===== config.mk =====
export PLATFORM = sky130hd
export DESIGN_NAME = sfx_sample_player
export DESIGN_NICKNAME = d
export VERILOG_FILES = /design/src/rtl/sfx_sample_player.sv
export SDC_FILE = /design/constraint.sdc
export NUM_CORES = 1
export LEC_CHECK = 0
export BUFFER_PORTS_ARGS = -buffer_cell sky130_fd_sc_hd__buf_2
export CAP_MARGIN = 40
export CORE_AREA = 2 2 80 159
export CTS_CLUSTER_SIZE = 16
export DETAILED_ROUTE_END_ITERATION = 8
export DIE_AREA = 0 0 82 161
export GPL_TIMING_DRIVEN = 0
export HOLD_SLACK_MARGIN = 0.08
export PLACE_DENSITY_LB_ADDON = 0.05
export SETUP_SLACK_MARGIN = 0.02
export SLEW_MARGIN = 20
export SYNTH_ARGS = -nofsm -noshare
export SYNTH_HDL_FRONTEND = slang
export SYNTH_SLANG_ARGS = --single-unit

===== constraint.sdc =====
create_clock -name CLOCK_50 -period 3.5 [get_ports CLOCK_50]
set_input_delay 0.35 -clock CLOCK_50 [delete_from_list [all_inputs] [get_ports CLOCK_50]]
set_output_delay 0.35 -clock CLOCK_50 [all_outputs]
set_load 0.01 [all_outputs]

===== src/rtl/sfx_sample_player.sv =====
// Single-voice sound-effect player: walks a clip in a registered-read sample ROM and
// hands one attenuated sample per DIV clocks to the codec. Stereo panning via SFX_STEREO_PAN_EN.
module sfx_sample_player #(
    parameter int unsigned SAMPLE_W = 6,
    parameter int unsigned ADDR_W   = 14,
    parameter int unsigned OUT_W    = 32,
    parameter int unsigned DIV      = 1200
) (
    input  logic                CLOCK_50,
    input  logic                resetn,
    input  logic                start,
    input  logic                stop,
    input  logic                loop_en,
    input  logic [ADDR_W-1:0]   clip_base,
    input  logic [ADDR_W-1:0]   clip_len,
    input  logic [2:0]          volume,
`ifdef SFX_STEREO_PAN_EN
    input  logic [1:0]          pan,
`endif
    output logic [ADDR_W-1:0]   rom_addr,
    input  logic [SAMPLE_W-1:0] rom_q,
    input  logic                audio_out_allowed,
    output logic                write_out,
    output logic [OUT_W-1:0]    left_out,
    output logic [OUT_W-1:0]    right_out,
    output logic                busy,
    output logic                done,
    output logic                overrun
);

    localparam int unsigned DivW = (DIV > 1) ? $clog2(DIV) : 1;

    typedef enum logic [2:0] {StIdle, StFetch, StLatch, StPush, StPace} state_e;

    state_e              state_q;
    logic [ADDR_W-1:0]   addr_q;
    logic [ADDR_W-1:0]   base_q;
    logic [ADDR_W-1:0]   len_q;
    logic [ADDR_W-1:0]   idx_q;
    logic                loop_q;
    logic [DivW-1:0]     div_cnt_q;
    logic                pend_q;
    logic                write_q;
    logic [OUT_W-1:0]    left_q;
    logic                done_q;
    logic                overrun_q;

    logic                tick;
    logic                start_ok;
    logic                last;
    logic signed [OUT_W-1:0] sample_wide;
    logic [OUT_W-1:0]    lat_left;

    assign tick     = (div_cnt_q == DivW'(DIV - 1));
    assign start_ok = start && (clip_len != '0);
    assign last     = (idx_q == len_q - ADDR_W'(1));

    // Sample lands in the top bits of the codec word; >>> keeps the sign while attenuating.
    assign sample_wide = OUT_W'($signed(rom_q)) <<< (OUT_W - SAMPLE_W);

`ifdef SFX_STEREO_PAN_EN
    logic [OUT_W-1:0] right_q;
    logic [OUT_W-1:0] lat_right;
    logic [3:0]       vol_p1;

    assign vol_p1 = {1'b0, volume} + 4'd1;

    always_comb begin
        lat_left  = sample_wide >>> volume;
        lat_right = sample_wide >>> volume;
        case (pan)
            2'b01:   lat_right = sample_wide >>> vol_p1;
            2'b10:   lat_left  = sample_wide >>> vol_p1;
            2'b11:   lat_right = '0;
            default: ;
        endcase
    end

    assign right_out = right_q;
`else
    assign lat_left  = sample_wide >>> volume;
    assign right_out = '0;
`endif

    always_ff @(posedge CLOCK_50) begin
        if (!resetn) begin
            state_q   <= StIdle;
            addr_q    <= '0;
            base_q    <= '0;
            len_q     <= '0;
            idx_q     <= '0;
            loop_q    <= 1'b0;
            div_cnt_q <= '0;
            pend_q    <= 1'b0;
            write_q   <= 1'b0;
            left_q    <= '0;
            done_q    <= 1'b0;
            overrun_q <= 1'b0;
`ifdef SFX_STEREO_PAN_EN
            right_q   <= '0;
`endif
        end else begin
            done_q    <= 1'b0;
            div_cnt_q <= tick ? '0 : div_cnt_q + DivW'(1);
            if (stop) begin
                state_q   <= StIdle;
                write_q   <= 1'b0;
                left_q    <= '0;
                pend_q    <= 1'b0;
                div_cnt_q <= '0;
`ifdef SFX_STEREO_PAN_EN
                right_q   <= '0;
`endif
            end else if (start_ok) begin
                // Retrigger shares this path: any unaccepted sample is simply dropped.
                base_q    <= clip_base;
                len_q     <= clip_len;
                loop_q    <= loop_en;
                addr_q    <= clip_base;
                idx_q     <= '0;
                overrun_q <= 1'b0;
                pend_q    <= 1'b0;
                div_cnt_q <= '0;
                write_q   <= 1'b0;
                state_q   <= StFetch;
            end else begin
                if (tick && (state_q == StFetch || state_q == StLatch || state_q == StPush)) begin
                    if (pend_q) begin
                        overrun_q <= 1'b1;
                    end
                    pend_q <= 1'b1;
                end
                case (state_q)
                    StIdle: begin
                        div_cnt_q <= '0;
                    end
                    StFetch: begin
                        state_q <= StLatch;
                    end
                    StLatch: begin
                        left_q  <= lat_left;
`ifdef SFX_STEREO_PAN_EN
                        right_q <= lat_right;
`endif
                        write_q <= 1'b1;
                        state_q <= StPush;
                    end
                    StPush: begin
                        if (audio_out_allowed) begin
                            write_q <= 1'b0;
                            state_q <= StPace;
                        end
                    end
                    StPace: begin
                        if (tick || pend_q) begin
                            pend_q <= 1'b0;
                            if (last && loop_q) begin
                                idx_q   <= '0;
                                addr_q  <= base_q;
                                state_q <= StFetch;
                            end else if (last) begin
                                done_q    <= 1'b1;
                                left_q    <= '0;
                                div_cnt_q <= '0;
`ifdef SFX_STEREO_PAN_EN
                                right_q   <= '0;
`endif
                                state_q   <= StIdle;
                            end else begin
                                idx_q   <= idx_q + ADDR_W'(1);
                                addr_q  <= addr_q + ADDR_W'(1);
                                state_q <= StFetch;
                            end
                        end
                    end
                    default: begin
                        state_q <= StIdle;
                    end
                endcase
            end
        end
    end

    assign rom_addr  = addr_q;
    assign write_out = write_q;
    assign left_out  = left_q;
    assign busy      = (state_q != StIdle);
    assign done      = done_q;
    assign overrun   = overrun_q;

endmodule


### Word level (Yosys, flattened, before mapping)

Index checks and enable logic that the tools add are counted.

| operators by class | value |
|---|---|
| $add $sub $neg | 4 |
| eq/ne operators | 14 |
| shift-type cells | 1 |
| mux-type cells | 34 |
| bitwise operators | 6 |
| reduce and logical (&&, ||, !) cells | 25 |

Operators with widths:

| kind | count |
|---|---|
| two-way mux 14 bit | 10 |
| two-way mux 32 bit | 3 |
| one-hot mux 32 bit (2 select lines) | 1 |
| two-way mux 11 bit | 4 |
| >>> shifter 32 x 3 -> 32 bit | 1 |
| adder 14 x 1 -> 14 bit (second input constant) | 2 |
| one-hot mux 11 bit (2 select lines) | 1 |
| one-hot mux 3 bit (5 select lines) | 1 |
| equality test 14 bit | 1 |
| nonzero test 14 bit | 1 |
| subtractor 14 x 1 -> 14 bit (second input constant) | 1 |
| nonzero test 2 bit | 6 |
| adder 11 x 1 -> 11 bit (second input constant) | 1 |
| equality test 11 bit (second input constant) | 1 |
| two-way mux 1 bit | 11 |
| != test 2 bit (second input constant) | 5 |
| AND reduction 3 bit | 3 |
| equality test 3 x 2 -> 1 bit (second input constant) | 2 |
| two-way mux 3 bit | 2 |
| != test 3 bit (second input constant) | 2 |
| inverter 1 bit | 6 |
| OR reduction 6 bit | 1 |
| AND reduction 5 bit | 1 |
| AND reduction 2 bit | 2 |
| other kinds (11) | 15 |

| word-level totals | value |
|---|---|
| register bits | 107 |
| bits of input ports | 43 |
| output and inout port bits | 82 |
| logic and storage cells | 97 |

### Depth between registers and ports, before layout

| logic depth | value |
|---|---|
| depth in word-level cells | 7 |
| mapped depth | 12 |
| depth with buffers taken out | 10 |

### Worst setup path before layout

No wires, ideal clock.

| timing | value |
|---|---|
| path kind | register to register |
| from | reg len_q[0] |
| to | reg idx_q[8] |
| setup time | 70 ps |
| arrival time | 2894 ps |
| data required time | 3430 ps |
| setup slack | 536 ps |
| cell stages (with the launch flop) | 12 |
| buffers on the path | 1 |
| clock period less this slack | 2964 ps |
| cell sequence | dfxtp_1 > inv_1 > ha_1 > buf_2 > or4b_4 > nor4_1 > mux2i_1 > a311o_2 > nand4_2 > nand3_4 > or4_1 > a21oi_1 |

| on the way | value |
|---|---|
| longest elaborated chain between the ends | 7 |
| elaborated cells between the ends (all ways) | 9 |
| classes of those cells | add/sub: 1; eq/ne: 2; mux: 4; reduce/logical: 2 |

RTL lines:

| what | RTL line | text |
|---|---|---|
| start, declared | 38 | `logic [ADDR_W-1:0] len_q;` |
| start signal, assigned | 117 | `len_q <= clip_len;` |
| subtractor 14 x 1 -> 14 bit * | 56 | `assign last = (idx_q == len_q - ADDR_W'(1));` |
| equality test 14 bit * | 56 |  |
| logical AND 1 bit | 157 | `if (last && loop_q) begin` |
| two-way mux 14 bit | 157 |  |
| two-way mux 14 bit | 155 | `if (tick \|\| pend_q) begin` |
| two-way mux 14 bit | 133 | `case (state_q)` |
| two-way mux 14 bit | 114 | `end else if (start_ok) begin` |
| end signal, assigned | 170 | `idx_q <= idx_q + ADDR_W'(1);` |
| end, declared | 39 | `logic [ADDR_W-1:0] idx_q;` |

Mark *: on every way between the ends. The rest lies on a longest branch, timed or not. The select of a mux whose other input is x is not followed.
A chain may end at the register's enable or synchronous reset.

### Worst setup path in the final report

| timing | value |
|---|---|
| from | reg len_q[2] |
| to | reg idx_q[3] |

The elaborated chain is that of the path after synthesis.

==> metrics.txt <==
Crit path depth=11; CTS Root Cell=clkbuf_16; cell area after layout=6401 um2; DRT Pass-1 Iters=4; Die Y=161 um; Seq/Total Area, Yosys=around 33%; io pins=125; Worst Path Arrival=~3500 ps; ranking of synthesized cells by area=dfxtp_1, buf_4, nand2_1; Power Density=approximately 380 nW/um2; drt total wl=13550 um; GP Congestion=around 0.84; number of hold violations in the final report=0; die width=82 um; CP Launch Point=len_q[2]; Initial Util=between 40 and 50%; Total GRT Usage=just over 20%; vias in the first global route=4434; CP cell instances=buf_6, or3_1, clkbuf_1, or3_1, a2111oi_4, and4bb_2, and4_1, a21oi_1, o21ai_2, buf_4, nor2_1; Post-Syn Area per Cell=7.978 um2; deepest clock path buffer count=2; share of Yosys cell area claimed by the top area cell type=33.21%; slew margin rel.=61.85%; final worst slack=229.0 ps; grt total ovfl=0; Post-DP HPWL=between 10000 and 15000 um; EDFF count, synth=0; R2R Path End=idx_q[3]; htree depth=3; top-count cell post-synth=nand2_1; FF-to-FF path depth=11; Setup CP Type=flip-flop to flip-flop; # diodes=0; crit path buf inv count=3; skew final=between 8 and 9 ps; first-pass GRT wire length=21450 um; DP Area=~6000 um2; Place WS=slightly below 30 ps; critical path startpoint category=flip-flop; CP most frequent cell=or3_1; CP endpoint=idx_q[3]; Pleak=around 2.7 nW; Die ar.=~13000 um2; Yosys top cell by area=dfxtp_1; Largest stage delay, worst path=450 ps; DRT iter0 DRCs=roughly 300; Crit-path slowest cell=or3_1; final net count=between 800 and 900; final hold slack=~260 ps; post-route setup TNS=0 ps; clock sinks=88; Critical Path RT=3730 ps; crit share post-route=about 93%; initial antenna violation count=0; RSZ-0062 raised after global routing=false; Core ar.=11980 um2; most frequent cells after synthesis=nand2_1, dfxtp_1, nor2_1; Worst Path Max Fanout=10; Design Power=between 2 and 2.5 mW; Seq cells post-synth=88; drc violations=0; share of cells above drive strength 1=22.58%; worst-margin pin slew=between 500 and 600 ps; Max Freq=approximately 310 MHz; remaining antenna violation count after routing=0; Non-Filler Instances=about 950; largest net degree at the start of global routing=15; R2R setup slack=about 230 ps; filler cell count=~1200; fin util=a little over half; outcome=finished clean; post-synth cell types=between 60 and 70; via count=between 4000 and 5000; Critical R2R Launch=len_q[2]; VDD IR max=0.2684 mV; critical path's top delay family=simple AND/OR/NAND/NOR gates; synthesized instance count=roughly 670; clk slew on worst S/H paths=~60 ps; Period minus WS final=between 3000 and 4000 ps; Main synth FF type=dfxtp_1; Ys Warns=0; CTS tree=done; drt wl/cell=around 14 um; max-slew violation count=0; Clk Latency, worst-skew pair=about 350 ps; max cap viols=0; dpl cells=935; Tightest Hold Check Type=input pin to flip-flop; FP Rows=57; total CTS buffers=9; # setup viols final=0; vias per cell=approximately 5.0; I/O Buffers=73; CP endpoint kind=flip-flop; Post-Syn Area=5305 um2; fraction of registers with async set/reset=0%; area grow syn2layout=20.66%
==> kinds of logic (layout without fill, tap and decap cells) <==
group                      Yosys count  count (layout)  share of synthesized area, %
buffers and inverters               93             184                         11.08
adders and majority gates            4               4                        0.9434
DFF                                 88              88                         33.21
and+or+nand+nor                    265             265                         24.39
AOI/OAI and AO/OA                  146             146                         18.40
muxes                               25              25                         4.811
other                                1              51                       0.07069
xor gates and xnor gates            43              43                         7.099
==> worst min-delay path by stage <==
stage	from	end	cells past startpoint
finish	clip_len[3]	len_q[3]	3
global route	clip_base[6]	base_q[6]	3
CTS	clip_base[7]	base_q[7]	3
detailed placement	div_cnt_q[0]	div_cnt_q[0]	1
global placement	div_cnt_q[0]	div_cnt_q[0]	1
floorplan	div_cnt_q[0]	div_cnt_q[0]	1
==> flip-flops by register name, summed over array words and instances, names as in the netlist <==
register,flops
base_q,14
len_q,14
overrun,1
left_out,13
loop_q,1
state_q,3
idx_q,14
done,1
div_cnt_q,11
write_out,1
rom_addr,14
pend_q,1
==> layer usage <==
metal  up-vias  global-route usage (%)  routed length [um]
met5         -                       0                   0
li1       2488                       -                   -
met2        97                   35.25                6941
met4         0                   7.500                 350
met3        20                   3.128                 402
met1      2187                   25.90                5859
==> area by class of cell <==
class                   instances  area (um2)  share of cell area (%)
well taps                     147       183.9                   2.873
inverters                       7       26.28                  0.4105
plain buffers                  86       565.5                   8.835
flip-flops and latches         88        1762                   27.52
repair buffers                 75       380.4                   5.942
multi-input cells             534        3174                   49.59
clock inverters                 4       52.55                  0.8210
clock buffers                  12       256.5                   4.007
==> repair_timing <==
item | in CTS | in global routing
cloned | 0 | 0
setup buffers | 2 | 0
resized for setup | 0 | 7
pin swaps | 1 | 2
hold buffers | 0 | 0
setup endpoints to repair | 5 | 21
==> placed cells by master (no fill, tap or decap), types with 21 or more instances in the layout <==
master,count
buf_2,79
conb_1,51
xor2_1,22
nand3_1,25
o21ai_0,27
a21boi_0,30
nand2_1,102
clkbuf_1,21
xnor2_1,21
dfxtp_1,88
a21oi_1,46
nor2_1,56
mux2i_1,21
buf_4,55
==> worst register-to-register path, cell delays in order, from the launching register on <==
cell and delay, ps:
dfxtp_1 310, buf_6 130, or3_1 360, clkbuf_1 200, or3_1 450, a2111oi_4 410
and4bb_2 400, and4_1 300, a21oi_1 100, o21ai_2 230, buf_4 230, nor2_1 60
==> where the power goes <==
part	switching [mW]	leakage, nW	internal (mW)	total [mW]
Combinational	0.218	1.82	0.164	0.382
Clock	0.408	0.141	0.593	1.00
Sequential	0.0321	0.715	1.03	1.06
Total	0.658	2.67	1.79	2.44
Power figures use the tool's default switching activity.
